[src/rtl/sccb_init_sequencer_if.sv]
// Wishbone bundle between the SCCB init sequencer (master) and the I2C master core (slave).
interface sccb_init_sequencer_if;
    logic [2:0] wbm_adr_o;
    logic [7:0] wbm_dat_o;
    logic [7:0] wbm_dat_i;
    logic       wbm_we_o;
    logic       wbm_stb_o;
    logic       wbm_cyc_o;
    logic       wbm_ack_i;

    modport master (
        output wbm_adr_o, wbm_dat_o, wbm_we_o, wbm_stb_o, wbm_cyc_o,
        input  wbm_dat_i, wbm_ack_i
    );

    modport slave (
        input  wbm_adr_o, wbm_dat_o, wbm_we_o, wbm_stb_o, wbm_cyc_o,
        output wbm_dat_i, wbm_ack_i
    );
endinterface

[src/rtl/sccb_init_sequencer.sv]
// Power-up camera configuration: programs the I2C core, then replays a reg/value table as SCCB writes.
// Optional macro SCCB_DELAY_EN: table entries with reg 8'hF0 become val x 2^16 cycle delays.
module sccb_init_sequencer #(
    parameter logic [7:0]  DEV_ADDR = 8'h42,
    parameter logic [15:0] PRESCALE = 16'd99,
    parameter int          TBL_AW   = 8,
    parameter int          RETRIES  = 3,
    parameter logic [19:0] POLL_MAX = 20'hFFFFF
) (
    input  logic                  wb_clk_i,
    input  logic                  wb_rst_i,
    input  logic                  start_i,
    output logic [TBL_AW-1:0]     tbl_addr_o,
    input  logic [15:0]           tbl_data_i,
    sccb_init_sequencer_if.master wb,
    output logic                  busy_o,
    output logic                  done_o,
    output logic                  err_o,
    output logic [TBL_AW-1:0]     err_idx_o
);
    localparam int            RW        = $clog2(RETRIES + 2);
    localparam logic [RW-1:0] RETRY_LIM = RW'(RETRIES);

    localparam logic [2:0] A_PRE_LO = 3'd0;
    localparam logic [2:0] A_PRE_HI = 3'd1;
    localparam logic [2:0] A_CTRL   = 3'd2;
    localparam logic [2:0] A_TXR    = 3'd3;
    localparam logic [2:0] A_CMDST  = 3'd4;

    localparam logic [7:0] C_STA_WR = 8'h90;
    localparam logic [7:0] C_WR     = 8'h10;
    localparam logic [7:0] C_STO_WR = 8'h50;
    localparam logic [7:0] C_STO    = 8'h40;
    localparam logic [7:0] C_EN     = 8'h80;

    typedef enum logic [3:0] {
        S_IDLE, S_PRE_LO, S_PRE_HI, S_EN, S_FETCH, S_TXR, S_CMD,
        S_POLL, S_NSTOP, S_NPOLL, S_ERR, S_FIN
`ifdef SCCB_DELAY_EN
        , S_DLY
`endif
    } state_t;

    state_t            state_q, state_d;
    logic              gap_q, gap_d;
    logic [TBL_AW-1:0] idx_q, idx_d;
    logic              wrap_q, wrap_d;
    logic [15:0]       entry_q, entry_d;
    logic [1:0]        phase_q, phase_d;
    logic [RW-1:0]     retry_q, retry_d;
    logic [19:0]       poll_q, poll_d;
    logic              fwait_q, fwait_d;
    logic              busy_q, busy_d;
    logic              done_q, done_d;
    logic              err_q, err_d;
    logic [TBL_AW-1:0] eidx_q, eidx_d;
`ifdef SCCB_DELAY_EN
    logic [23:0]       dly_q, dly_d;
`endif

    logic              acc, req, ack, adv;
    logic [2:0]        bus_adr;
    logic [7:0]        bus_dat;
    logic              bus_we;
    logic [19:0]       poll_n;
    logic [TBL_AW:0]   idx_inc;
    logic [7:0]        cur_byte, cur_cmd;
    logic              st_tip, st_nack, st_bbusy;
    logic              unused_st;

    // Access states hold the bus; gap_q forces one idle cycle after every ack.
    assign acc = (state_q == S_PRE_LO) || (state_q == S_PRE_HI) || (state_q == S_EN)
              || (state_q == S_TXR)    || (state_q == S_CMD)    || (state_q == S_POLL)
              || (state_q == S_NSTOP)  || (state_q == S_NPOLL);
    assign req = acc && !gap_q;
    assign ack = req && wb.wbm_ack_i;

    assign wb.wbm_cyc_o = req;
    assign wb.wbm_stb_o = req;
    assign wb.wbm_we_o  = req && bus_we;
    assign wb.wbm_adr_o = req ? bus_adr : 3'd0;
    assign wb.wbm_dat_o = req ? bus_dat : 8'd0;

    assign st_tip    = wb.wbm_dat_i[1];
    assign st_nack   = wb.wbm_dat_i[7];
    assign st_bbusy  = wb.wbm_dat_i[6];
    assign unused_st = ^{wb.wbm_dat_i[5:2], wb.wbm_dat_i[0]};

    assign tbl_addr_o = idx_q;
    assign busy_o     = busy_q;
    assign done_o     = done_q;
    assign err_o      = err_q;
    assign err_idx_o  = eidx_q;

    always_comb begin
        cur_byte = entry_q[7:0];
        cur_cmd  = C_STO_WR;
        case (phase_q)
            2'd0:    begin cur_byte = DEV_ADDR;       cur_cmd = C_STA_WR; end
            2'd1:    begin cur_byte = entry_q[15:8];  cur_cmd = C_WR;     end
            default: ;
        endcase
    end

    always_comb begin
        state_d = state_q;
        gap_d   = 1'b0;
        idx_d   = idx_q;
        wrap_d  = wrap_q;
        entry_d = entry_q;
        phase_d = phase_q;
        retry_d = retry_q;
        poll_d  = poll_q;
        fwait_d = fwait_q;
        busy_d  = busy_q;
        done_d  = done_q;
        err_d   = err_q;
        eidx_d  = eidx_q;
`ifdef SCCB_DELAY_EN
        dly_d   = dly_q;
`endif
        bus_adr = 3'd0;
        bus_dat = 8'd0;
        bus_we  = 1'b0;
        adv     = 1'b0;
        poll_n  = poll_q + 20'd1;
        idx_inc = {1'b0, idx_q} + {{TBL_AW{1'b0}}, 1'b1};

        if (ack) gap_d = 1'b1;

        case (state_q)
            S_IDLE: if (start_i) begin
                state_d = S_PRE_LO;
                busy_d  = 1'b1;
                done_d  = 1'b0;
                err_d   = 1'b0;
                eidx_d  = '0;
                idx_d   = '0;
                wrap_d  = 1'b0;
                retry_d = '0;
                fwait_d = 1'b0;
            end
            S_PRE_LO: begin
                bus_adr = A_PRE_LO; bus_dat = PRESCALE[7:0]; bus_we = 1'b1;
                if (ack) state_d = S_PRE_HI;
            end
            S_PRE_HI: begin
                bus_adr = A_PRE_HI; bus_dat = PRESCALE[15:8]; bus_we = 1'b1;
                if (ack) state_d = S_EN;
            end
            S_EN: begin
                bus_adr = A_CTRL; bus_dat = C_EN; bus_we = 1'b1;
                if (ack) begin
                    state_d = S_FETCH;
                    fwait_d = 1'b0;
                end
            end
            // First cycle lets the sync ROM see the new index; second cycle latches its data.
            S_FETCH: begin
                if (wrap_q) state_d = S_FIN;
                else if (!fwait_q) fwait_d = 1'b1;
                else begin
                    fwait_d = 1'b0;
                    entry_d = tbl_data_i;
                    phase_d = 2'd0;
                    if (tbl_data_i == 16'hFFFF) state_d = S_FIN;
`ifdef SCCB_DELAY_EN
                    else if (tbl_data_i[15:8] == 8'hF0) begin
                        if (tbl_data_i[7:0] == 8'd0) adv = 1'b1;
                        else begin
                            dly_d   = {tbl_data_i[7:0], 16'h0000};
                            state_d = S_DLY;
                        end
                    end
`endif
                    else state_d = S_TXR;
                end
            end
            S_TXR: begin
                bus_adr = A_TXR; bus_dat = cur_byte; bus_we = 1'b1;
                if (ack) state_d = S_CMD;
            end
            S_CMD: begin
                bus_adr = A_CMDST; bus_dat = cur_cmd; bus_we = 1'b1;
                if (ack) begin
                    state_d = S_POLL;
                    poll_d  = '0;
                end
            end
            S_POLL: begin
                bus_adr = A_CMDST;
                if (ack) begin
                    poll_d = poll_n;
                    if (st_tip) begin
                        if (poll_n >= POLL_MAX) state_d = S_ERR;
                    end else if (st_nack) begin
                        state_d = S_NSTOP;
                    end else if (phase_q != 2'd2) begin
                        phase_d = phase_q + 2'd1;
                        state_d = S_TXR;
                    end else begin
                        adv = 1'b1;
                    end
                end
            end
            S_NSTOP: begin
                bus_adr = A_CMDST; bus_dat = C_STO; bus_we = 1'b1;
                if (ack) begin
                    state_d = S_NPOLL;
                    poll_d  = '0;
                end
            end
            S_NPOLL: begin
                bus_adr = A_CMDST;
                if (ack) begin
                    poll_d = poll_n;
                    if (st_tip || st_bbusy) begin
                        if (poll_n >= POLL_MAX) state_d = S_ERR;
                    end else if (retry_q < RETRY_LIM) begin
                        retry_d = retry_q + 1'b1;
                        phase_d = 2'd0;
                        state_d = S_TXR;
                    end else begin
                        state_d = S_ERR;
                    end
                end
            end
            S_ERR: begin
                err_d   = 1'b1;
                eidx_d  = idx_q;
                busy_d  = 1'b0;
                state_d = S_IDLE;
            end
            S_FIN: begin
                done_d  = 1'b1;
                busy_d  = 1'b0;
                state_d = S_IDLE;
            end
`ifdef SCCB_DELAY_EN
            S_DLY: begin
                if (dly_q <= 24'd1) adv = 1'b1;
                else dly_d = dly_q - 24'd1;
            end
`endif
            default: state_d = S_IDLE;
        endcase

        // Move to the next table entry; the carry marks a walk past the last index.
        if (adv) begin
            idx_d   = idx_inc[TBL_AW-1:0];
            wrap_d  = wrap_q | idx_inc[TBL_AW];
            retry_d = '0;
            fwait_d = 1'b0;
            state_d = S_FETCH;
        end
    end

    always_ff @(posedge wb_clk_i) begin
        if (wb_rst_i) begin
            state_q <= S_IDLE;
            gap_q   <= 1'b0;
            idx_q   <= '0;
            wrap_q  <= 1'b0;
            entry_q <= '0;
            phase_q <= '0;
            retry_q <= '0;
            poll_q  <= '0;
            fwait_q <= 1'b0;
            busy_q  <= 1'b0;
            done_q  <= 1'b0;
            err_q   <= 1'b0;
            eidx_q  <= '0;
`ifdef SCCB_DELAY_EN
            dly_q   <= '0;
`endif
        end else begin
            state_q <= state_d;
            gap_q   <= gap_d;
            idx_q   <= idx_d;
            wrap_q  <= wrap_d;
            entry_q <= entry_d;
            phase_q <= phase_d;
            retry_q <= retry_d;
            poll_q  <= poll_d;
            fwait_q <= fwait_d;
            busy_q  <= busy_d;
            done_q  <= done_d;
            err_q   <= err_d;
            eidx_q  <= eidx_d;
`ifdef SCCB_DELAY_EN
            dly_q   <= dly_d;
`endif
        end
    end
endmodule

[src/flat_wrapper.sv]
// flat-port wrapper written by rule: the top's interface ports become plain ports
module sccb_init_sequencer_flat 
#(
    parameter logic [7:0]  DEV_ADDR = 8'h42,
    parameter logic [15:0] PRESCALE = 16'd99,
    parameter int          TBL_AW   = 8,
    parameter int          RETRIES  = 3,
    parameter logic [19:0] POLL_MAX = 20'hFFFFF
)
  (wb_clk_i, wb_rst_i, start_i, tbl_addr_o, tbl_data_i, busy_o, done_o, err_o, err_idx_o, wb_wbm_adr_o, wb_wbm_dat_o, wb_wbm_we_o, wb_wbm_stb_o, wb_wbm_cyc_o, wb_wbm_dat_i, wb_wbm_ack_i);
  sccb_init_sequencer_if wb_i ();
  input  logic wb_clk_i;
  input  logic wb_rst_i;
  input  logic start_i;
  output logic [TBL_AW-1:0] tbl_addr_o;
  input  logic [15:0] tbl_data_i;
  output logic busy_o;
  output logic done_o;
  output logic err_o;
  output logic [TBL_AW-1:0] err_idx_o;
  output wire logic [$bits(wb_i.wbm_adr_o)-1:0] wb_wbm_adr_o;
  output wire logic [$bits(wb_i.wbm_dat_o)-1:0] wb_wbm_dat_o;
  output wire logic [$bits(wb_i.wbm_we_o)-1:0] wb_wbm_we_o;
  output wire logic [$bits(wb_i.wbm_stb_o)-1:0] wb_wbm_stb_o;
  output wire logic [$bits(wb_i.wbm_cyc_o)-1:0] wb_wbm_cyc_o;
  input wire logic [$bits(wb_i.wbm_dat_i)-1:0] wb_wbm_dat_i;
  input wire logic [$bits(wb_i.wbm_ack_i)-1:0] wb_wbm_ack_i;
  assign wb_wbm_adr_o = wb_i.wbm_adr_o;
  assign wb_wbm_dat_o = wb_i.wbm_dat_o;
  assign wb_wbm_we_o = wb_i.wbm_we_o;
  assign wb_wbm_stb_o = wb_i.wbm_stb_o;
  assign wb_wbm_cyc_o = wb_i.wbm_cyc_o;
  assign wb_i.wbm_dat_i = wb_wbm_dat_i;
  assign wb_i.wbm_ack_i = wb_wbm_ack_i;
  sccb_init_sequencer #(.DEV_ADDR(DEV_ADDR), .PRESCALE(PRESCALE), .TBL_AW(TBL_AW), .RETRIES(RETRIES), .POLL_MAX(POLL_MAX)) u_core (.wb_clk_i(wb_clk_i), .wb_rst_i(wb_rst_i), .start_i(start_i), .tbl_addr_o(tbl_addr_o), .tbl_data_i(tbl_data_i), .wb(wb_i), .busy_o(busy_o), .done_o(done_o), .err_o(err_o), .err_idx_o(err_idx_o));
endmodule
[config.mk]
export PLATFORM = sky130hd
export DESIGN_NAME = sccb_init_sequencer_flat
export DESIGN_NICKNAME = d
export VERILOG_FILES = /design/src/rtl/sccb_init_sequencer_if.sv /design/src/rtl/sccb_init_sequencer.sv /design/src/flat_wrapper.sv
export SDC_FILE = /design/constraint.sdc
export NUM_CORES = 1
export LEC_CHECK = 0
export CORE_ASPECT_RATIO = 0.6
export CORE_MARGIN = 2
export CORE_UTILIZATION = 31
export DETAILED_ROUTE_END_ITERATION = 12
export PLACE_DENSITY = 0.59
export SYNTH_ARGS = -nofsm -noshare
export SYNTH_HDL_FRONTEND = slang
export SYNTH_SLANG_ARGS = --single-unit
[constraint.sdc]
create_clock -name wb_clk_i -period 3.45 [get_ports wb_clk_i]
set_input_delay 0.8625 -clock wb_clk_i [delete_from_list [all_inputs] [get_ports wb_clk_i]]
set_output_delay 0.8625 -clock wb_clk_i [all_outputs]
set_load 0.02 [all_outputs]
==> results.yml, run 1 <==
global_route:
  grt_antenna_before_repair: 0
  overflow: 0
  grt_pass1_vias: 3692
  grt_pass1_wl_mm: 18.96
  grt_max_degree: 41
  grt_usage: 0.1762
floorplanning:
  start_util: 0.3209
  core_region_area_sq_um: 12180
  ios: 61
  die_x_microns: 149.0
  fp.dieH_microns: 90.98
  rows: 31
  fp.dieArea_sq_um: 13550
sta:
  fin_ws_ns: 0.1325
  max-slew-margin-rel: 0.5855
  fin_skew_ns: 0.005482
  hold-worst-slack_ns: 0.4752
  period_needed_ns: 3.318
  slew_viol_final: 0
  rsz0062_at_grt: "yes"
  worstMarginPinSlew_ns: 0.6170
  finalSetupTns_ns: 0
  hold_viol: 0
  setup_violations: 0
  fin_crit_sh: 0.9616
  fmax_ghz: 0.3014
worst_setup_path:
  r2r-start: "u_core.poll_q[0]$_SDFFE_PP0P_"
  cpMaxStageDelayCell: "clkdlybuf4s50_1"
  end_kind: "output pin"
  critical_path_buf_inv_count: 2
  r2r_cells: 8
  path_cells: "inv_1, ha_2, mux2_2, nor3b_1, o32a_1, nor3_1, clkdlybuf4s50_1"
  path_depth: 7
  reg2reg_slack_ns: 0.56
  path_delay_family: "buffers and inverters"
  worstSetupPathType: "register to output pin"
  crit_fanout: 10
  reg2reg_to: "u_core.state_q[3]$_SDFFE_PP0P_"
  critPathLaunchType: "register"
  crit_start: "u_core.phase_q[1]$_SDFFE_PP0P_"
  critPathCapture: "wb_wbm_dat_o[6]"
  slowest_delay_ns: 0.64
  crit_required_ns: 2.59
  worstPathArrival_ns: 2.46
place:
  pre_cts_ws_ns: 0.2597
  dpl_cell_area_sq_um: 4511
  dp_hpwl_mm: 8.376
  gp_congestion: 0.8657
  dp.cells: 694
  portBuffers: 55
power_and_ir_drop:
  max-vdd-ir-drop_mv: 0.2318
  p_comb_frac: 0.317
  switching_share: 0.3460
  pwr_density_cell_nw_per_um2: 540.8
  seq_power_share: 0.340
  power.leakage_uw: 0.001671
  internal_power_uw: 1699
  p_sw_uw: 898.9
  clock_power_share: 0.344
finish:
  final_common_cell: "nor2_1"
  num-nets-final: 575
  final_cell_mix: "69 x nor2_1, 66 x dfxtp_1, 61 x a21oi_1, 53 x clkdlybuf4s50_1, 37 x nand2_1"
  syn_to_final_growth_pct: 22.92
  antenna_cells: 0
  fin_area_sq_um: 4805
  finalNonFillerCells: 709
  drive_gt1_frac: 0.08640
drt:
  postRouteAntennaNets: 0
  dr.first_iter.drc_count: 308
  drc: 0
  post_drt_via_cell_ratio: 5.505
  wire_per_inst_microns: 16.27
  via_count: 3903
  firstDrtPassIters: 5
  wl_mm: 11.53
synthesis:
  synth_area_sq_um: 3909
  yosysSeqAreaShare: 0.3431
  synth-async-reset-ratio: 0
  synth_flop_cell: "dfxtp_1"
  yosysTopAreaCellShare: 0.3431
  yosysWarnings: 0
  synth_enable_flop_cells: 0
  synth.avg_cell_area_sq_um: 7.833
  ys_top_cells_by_area: "dfxtp_1 34%, a21oi_1 7.8%, nor2_1 6.6%"
  ys_types: 59
  syn_nets: 534
  yosys.area.top_type: "dfxtp_1"
  synth_seq_cells: 67
  syn_inst: 499
min_path:
  min_path_type: "register to register"
clock_tree:
  clk_pin_slew_ns: 0.05
  cts.sinks: 67
  clockBufferDepth: 2
  h-tree-depth: 3
  cts_buffers: 9
  clock_latency_ns: 0.33
  root_buffer: "clkbuf_16"
  cts_setup_buffers: 0
  cts_tree: "done"
flow_run:
  cap_violations: 0
status:
  status: "complete, no violations"
-- tightest hold or removal path, cell delays in order (launching register included) --
cell	delay (ns)
dfxtp_1	0.32
nand2_1	0.06
a21oi_1	0.05
-- power groups by stage --
stage               clock network [uW]  logic [uW]  registers, uW
global placement                     0         801            893
finish                             893         823            883
floorplan                            0         574            840
global route                       947         887            888
CTS                                914         813            877
detailed placement                   0         810            893
-- state kept, by name, summed over array words and instances (netlist names), 2 cells and up --
signal,flops
u_core.poll_q,20
u_core.phase_q,2
u_core.entry_q,16
u_core.err_idx_o,8
u_core.retry_q,3
u_core.state_q,4
u_core.tbl_addr_o,8
-- area by class of cell --
class	instances	area, sq um
multi-input cells	387	2303
clock buffers	10	229.0
flip-flops and latches	67	1343
well taps	165	206.4
repair buffers	68	641.9
clock inverters	5	55.05
fillers	1251	7375
inverters	7	26.28
-- kinds of logic after synthesis --
family	share of synthesized area
multiplexers	0.04929
flip-flops	0.3432
AO/OA/AOI/OAI	0.2071
buffers and inverters	0.07010
adder cells (fa/ha/maj)	0.02241
XOR/XNOR	0.008965
AND/OR/NAND/NOR	0.2990
-- through the flow --
step                        util  power, uW
after floorplan                -       1414
after global placement    0.3704       1693
after detailed placement  0.3704       1703
after CTS                 0.3942       2604
after global routing      0.3945       2722
final                     0.3945       2598
-- routing by layer --
metal	track usage	up-vias	part of all wire
li1	-	1910	-
met1	0.2649	1858	0.52
met2	0.2327	123	0.40
met3	0.05628	12	0.064
met4	0.05556	0	0.012
met5	0	-	0
-- repair_timing --
item,in CTS,in global routing
setup endpoints to repair,3,6
resized for setup,3,2
pin swaps,0,0
hold buffers,0,0
-- synthesized netlist by cell type, types with 7 or more instances --
| cell type | count |
|---|---|
| nor2_1 | 69 |
| dfxtp_1 | 67 |
| a21oi_1 | 61 |
| nand2_1 | 37 |
| o21ai_0 | 29 |
| clkbuf_1 | 23 |
| nand3_1 | 21 |
| mux2i_1 | 17 |
| nor3_1 | 16 |
| nand4_1 | 15 |
| nor3b_1 | 12 |
| a311oi_1 | 9 |
| a31oi_1 | 8 |
| buf_6 | 7 |
| ha_1 | 7 |
| inv_1 | 7 |
-- how the worst min path moves through the flow --
stage / from / end / slack (ns) / depth (start not counted)
floorplan: u_core.phase_q[1]$_SDFFE_PP0P_ / u_core.phase_q[1]$_SDFFE_PP0P_ / 0.45 / 2
global placement: u_core.err_idx_o[7]$_SDFFE_PP0P_ / u_core.err_idx_o[7]$_SDFFE_PP0P_ / 0.46 / 2
detailed placement: u_core.err_idx_o[7]$_SDFFE_PP0P_ / u_core.err_idx_o[7]$_SDFFE_PP0P_ / 0.47 / 2
CTS: u_core.retry_q[1]$_SDFFE_PP0P_ / u_core.retry_q[1]$_SDFFE_PP0P_ / 0.48 / 2
global route: u_core.err_idx_o[2]$_SDFFE_PP0P_ / u_core.err_idx_o[2]$_SDFFE_PP0P_ / 0.50 / 2
finish: u_core.retry_q[1]$_SDFFE_PP0P_ / u_core.retry_q[1]$_SDFFE_PP0P_ / 0.48 / 2
Power figures use the tool's default switching activity.
==> run 2, diff against run 1 <==
--- a/config.mk
+++ b/config.mk
@@ -8,8 +8,11 @@
 export CORE_ASPECT_RATIO = 0.6
 export CORE_MARGIN = 2
 export CORE_UTILIZATION = 31
+export CTS_CLUSTER_DIAMETER = 120
 export DETAILED_ROUTE_END_ITERATION = 12
 export PLACE_DENSITY = 0.59
+export SETUP_SLACK_MARGIN = 0.1
 export SYNTH_ARGS = -nofsm -noshare
 export SYNTH_HDL_FRONTEND = slang
 export SYNTH_SLANG_ARGS = --single-unit
+export TNS_END_PERCENT = 20
==> run 2 against run 1 <==
Worst setup slack better by 0.054 ns. First-iteration DRC count is 0.32% higher. Sequential power about the same. Critical path depth did not move. Critical path type unchanged. Largest cell class unchanged.
==> results.yml, run 2 (same netlist as run 1, synthesis figures left out) <==
status:
  status: "complete, no violations"
power_and_ir_drop:
  power.total_uw: 2597
  power.leakage_uw: 0.001691
  max-vdd-ir-drop_mv: 0.2315
  pwr_density_cell_nw_per_um2: 539.2
clock_tree:
  cts.sinks: 67
  clock_latency_ns: 0.33
  cts_setup_buffers: 0
  cts_buffers: 9
  clockBufferDepth: 2
  h-tree-depth: 3
  cts_tree: "done"
  clk_pin_slew_ns: 0.05
  root_buffer: "clkbuf_16"
  postCtsHoldBufs: 0
drt:
  via_count: 3901
  firstDrtPassIters: 5
  wire_per_inst_microns: 16.28
  drc: 0
  post_drt_via_cell_ratio: 5.502
  wl_mm: 11.54
  postRouteAntennaNets: 0
  dr.first_iter.drc_count: 309
min_path:
  min_path_type: "register to register"
worst_setup_path:
  crit_fanout: 10
  end_kind: "output pin"
  critPathLaunchType: "register"
  crit_required_ns: 2.59
  worstSetupPathType: "register to output pin"
  worstPathArrival_ns: 2.40
  reg2reg_slack_ns: 0.56
finish:
  num-nets-final: 575
  antenna_cells: 0
  drive_gt1_frac: 0.08640
  final_cell_mix: "69 x nor2_1, 66 x dfxtp_1, 61 x a21oi_1, 52 x clkdlybuf4s50_1, 37 x nand2_1"
  regMostFlops: "u_core.poll_q"
  nFillCells: 1252
  final_common_cell: "nor2_1"
  top_regs: "u_core.poll_q x20, u_core.entry_q x16"
  largest_register_ff_count: 20
  syn_to_final_growth_pct: 23.24
  finalNonFillerCells: 709
sta:
  finalSetupTns_ns: 0
  fin_skew_ns: 0.004192
  slew_viol_final: 0
  hold_viol: 0
  fmax_ghz: 0.3064
  max-slew-margin-rel: 0.5791
  setup_violations: 0
  hold-worst-slack_ns: 0.4748
  worstMarginPinSlew_ns: 0.6265
  rsz0062_at_grt: "yes"
  period_needed_ns: 3.264
  fin_crit_sh: 0.9460
  fin_ws_ns: 0.1864
place:
  gp_congestion: 0.8657
  dp.cells: 694
  pre_cts_ws_ns: 0.2597
  portBuffers: 55
  dp_hpwl_mm: 8.376
floorplanning:
  start_util: 0.3209
  fp.dieArea_sq_um: 13550
  core_region_area_sq_um: 12180
  die_x_microns: 149.0
  rows: 31
  fp.dieH_microns: 90.98
  ios: 61
flow_run:
  cap_violations: 0
global_route:
  overflow: 0
  grt_max_degree: 41
  grt_pass1_vias: 3692
  grt_antenna_before_repair: 0
  grt_usage: 0.1762
  grt_pass1_wl_mm: 18.96
[run 2: cell count changes in the layout (fill, tap and decap cells not counted), sizes merged]
| cell | before | now |
|---|---|---|
| clkdlybuf4s50 | 53 | 52 |
| dlymetal6s2s | 0 | 1 |
[run 2: layout make-up]
class / instances / area (sq um) / share of cell area
well taps: 165 / 206.4 / 0.04286
clock buffers: 10 / 229.0 / 0.04753
multi-input cells: 387 / 2313 / 0.4803
flip-flops and latches: 67 / 1343 / 0.2787
inverters: 7 / 26.28 / 0.005455
clock inverters: 5 / 55.05 / 0.01143
repair buffers: 68 / 644.4 / 0.1338
[run 2: timing repair]
item,in CTS,in global routing
setup endpoints to repair,6,7
gates cloned,0,0
resized for setup,4,3
[run 2: report_power, final]
group	internal [uW]	leakage [uW]	switching (uW)
Clock	552	0.000134	342
Sequential	808	0.000541	75.4
Combinational	339	0.00102	481
[run 2: worst max-delay path, cell delays in order (launching register included)]
cell and delay (ns):
dfxtp_1 0.35, inv_1 0.09, ha_4 0.22, mux2_2 0.24
nor3b_1 0.05, o32a_1 0.34, nor3_1 0.13, clkdlybuf4s50_1 0.64
[run 2: path summary, 6_finish.rpt]
path,startpoint,to,depth (start not counted)
worst max-delay path,u_core.phase_q[1]$_SDFFE_PP0P_,wb_wbm_dat_o[6],7
worst min-delay path,u_core.retry_q[1]$_SDFFE_PP0P_,u_core.retry_q[1]$_SDFFE_PP0P_,2
worst max register to register,u_core.poll_q[0]$_SDFFE_PP0P_,u_core.state_q[3]$_SDFFE_PP0P_,8
worst min register to register,u_core.retry_q[1]$_SDFFE_PP0P_,u_core.retry_q[1]$_SDFFE_PP0P_,2
[run 2: through the flow]
step | util | cell area (sq um)
after global routing | 0.3955 | 4817
final | 0.3955 | 4817
after detailed placement | 0.3704 | 4511
after global placement | 0.3704 | 4511
after floorplan | - | 3909
after CTS | 0.3943 | 4802
[run 2: per-layer routing]
layer / up-vias / wire length, microns / track usage / part of all wire
met3: 12 / 767 / 0.05628 / 0.066
li1: 1913 / - / - / -
met1: 1853 / 6036 / 0.2649 / 0.52
met2: 123 / 4596 / 0.2327 / 0.40
met5: - / 0 / 0 / 0
met4: 0 / 143 / 0.05556 / 0.012
==> run 3, diff against run 2 <==
--- a/config.mk
+++ b/config.mk
@@ -9,6 +9,7 @@
 export CORE_MARGIN = 2
 export CORE_UTILIZATION = 31
 export CTS_CLUSTER_DIAMETER = 120
+export CTS_CLUSTER_SIZE = 20
 export DETAILED_ROUTE_END_ITERATION = 12
 export PLACE_DENSITY = 0.59
 export SETUP_SLACK_MARGIN = 0.1
==> results of run 3 <==
Final layout, timing and power as in run 2 (identical DEF).
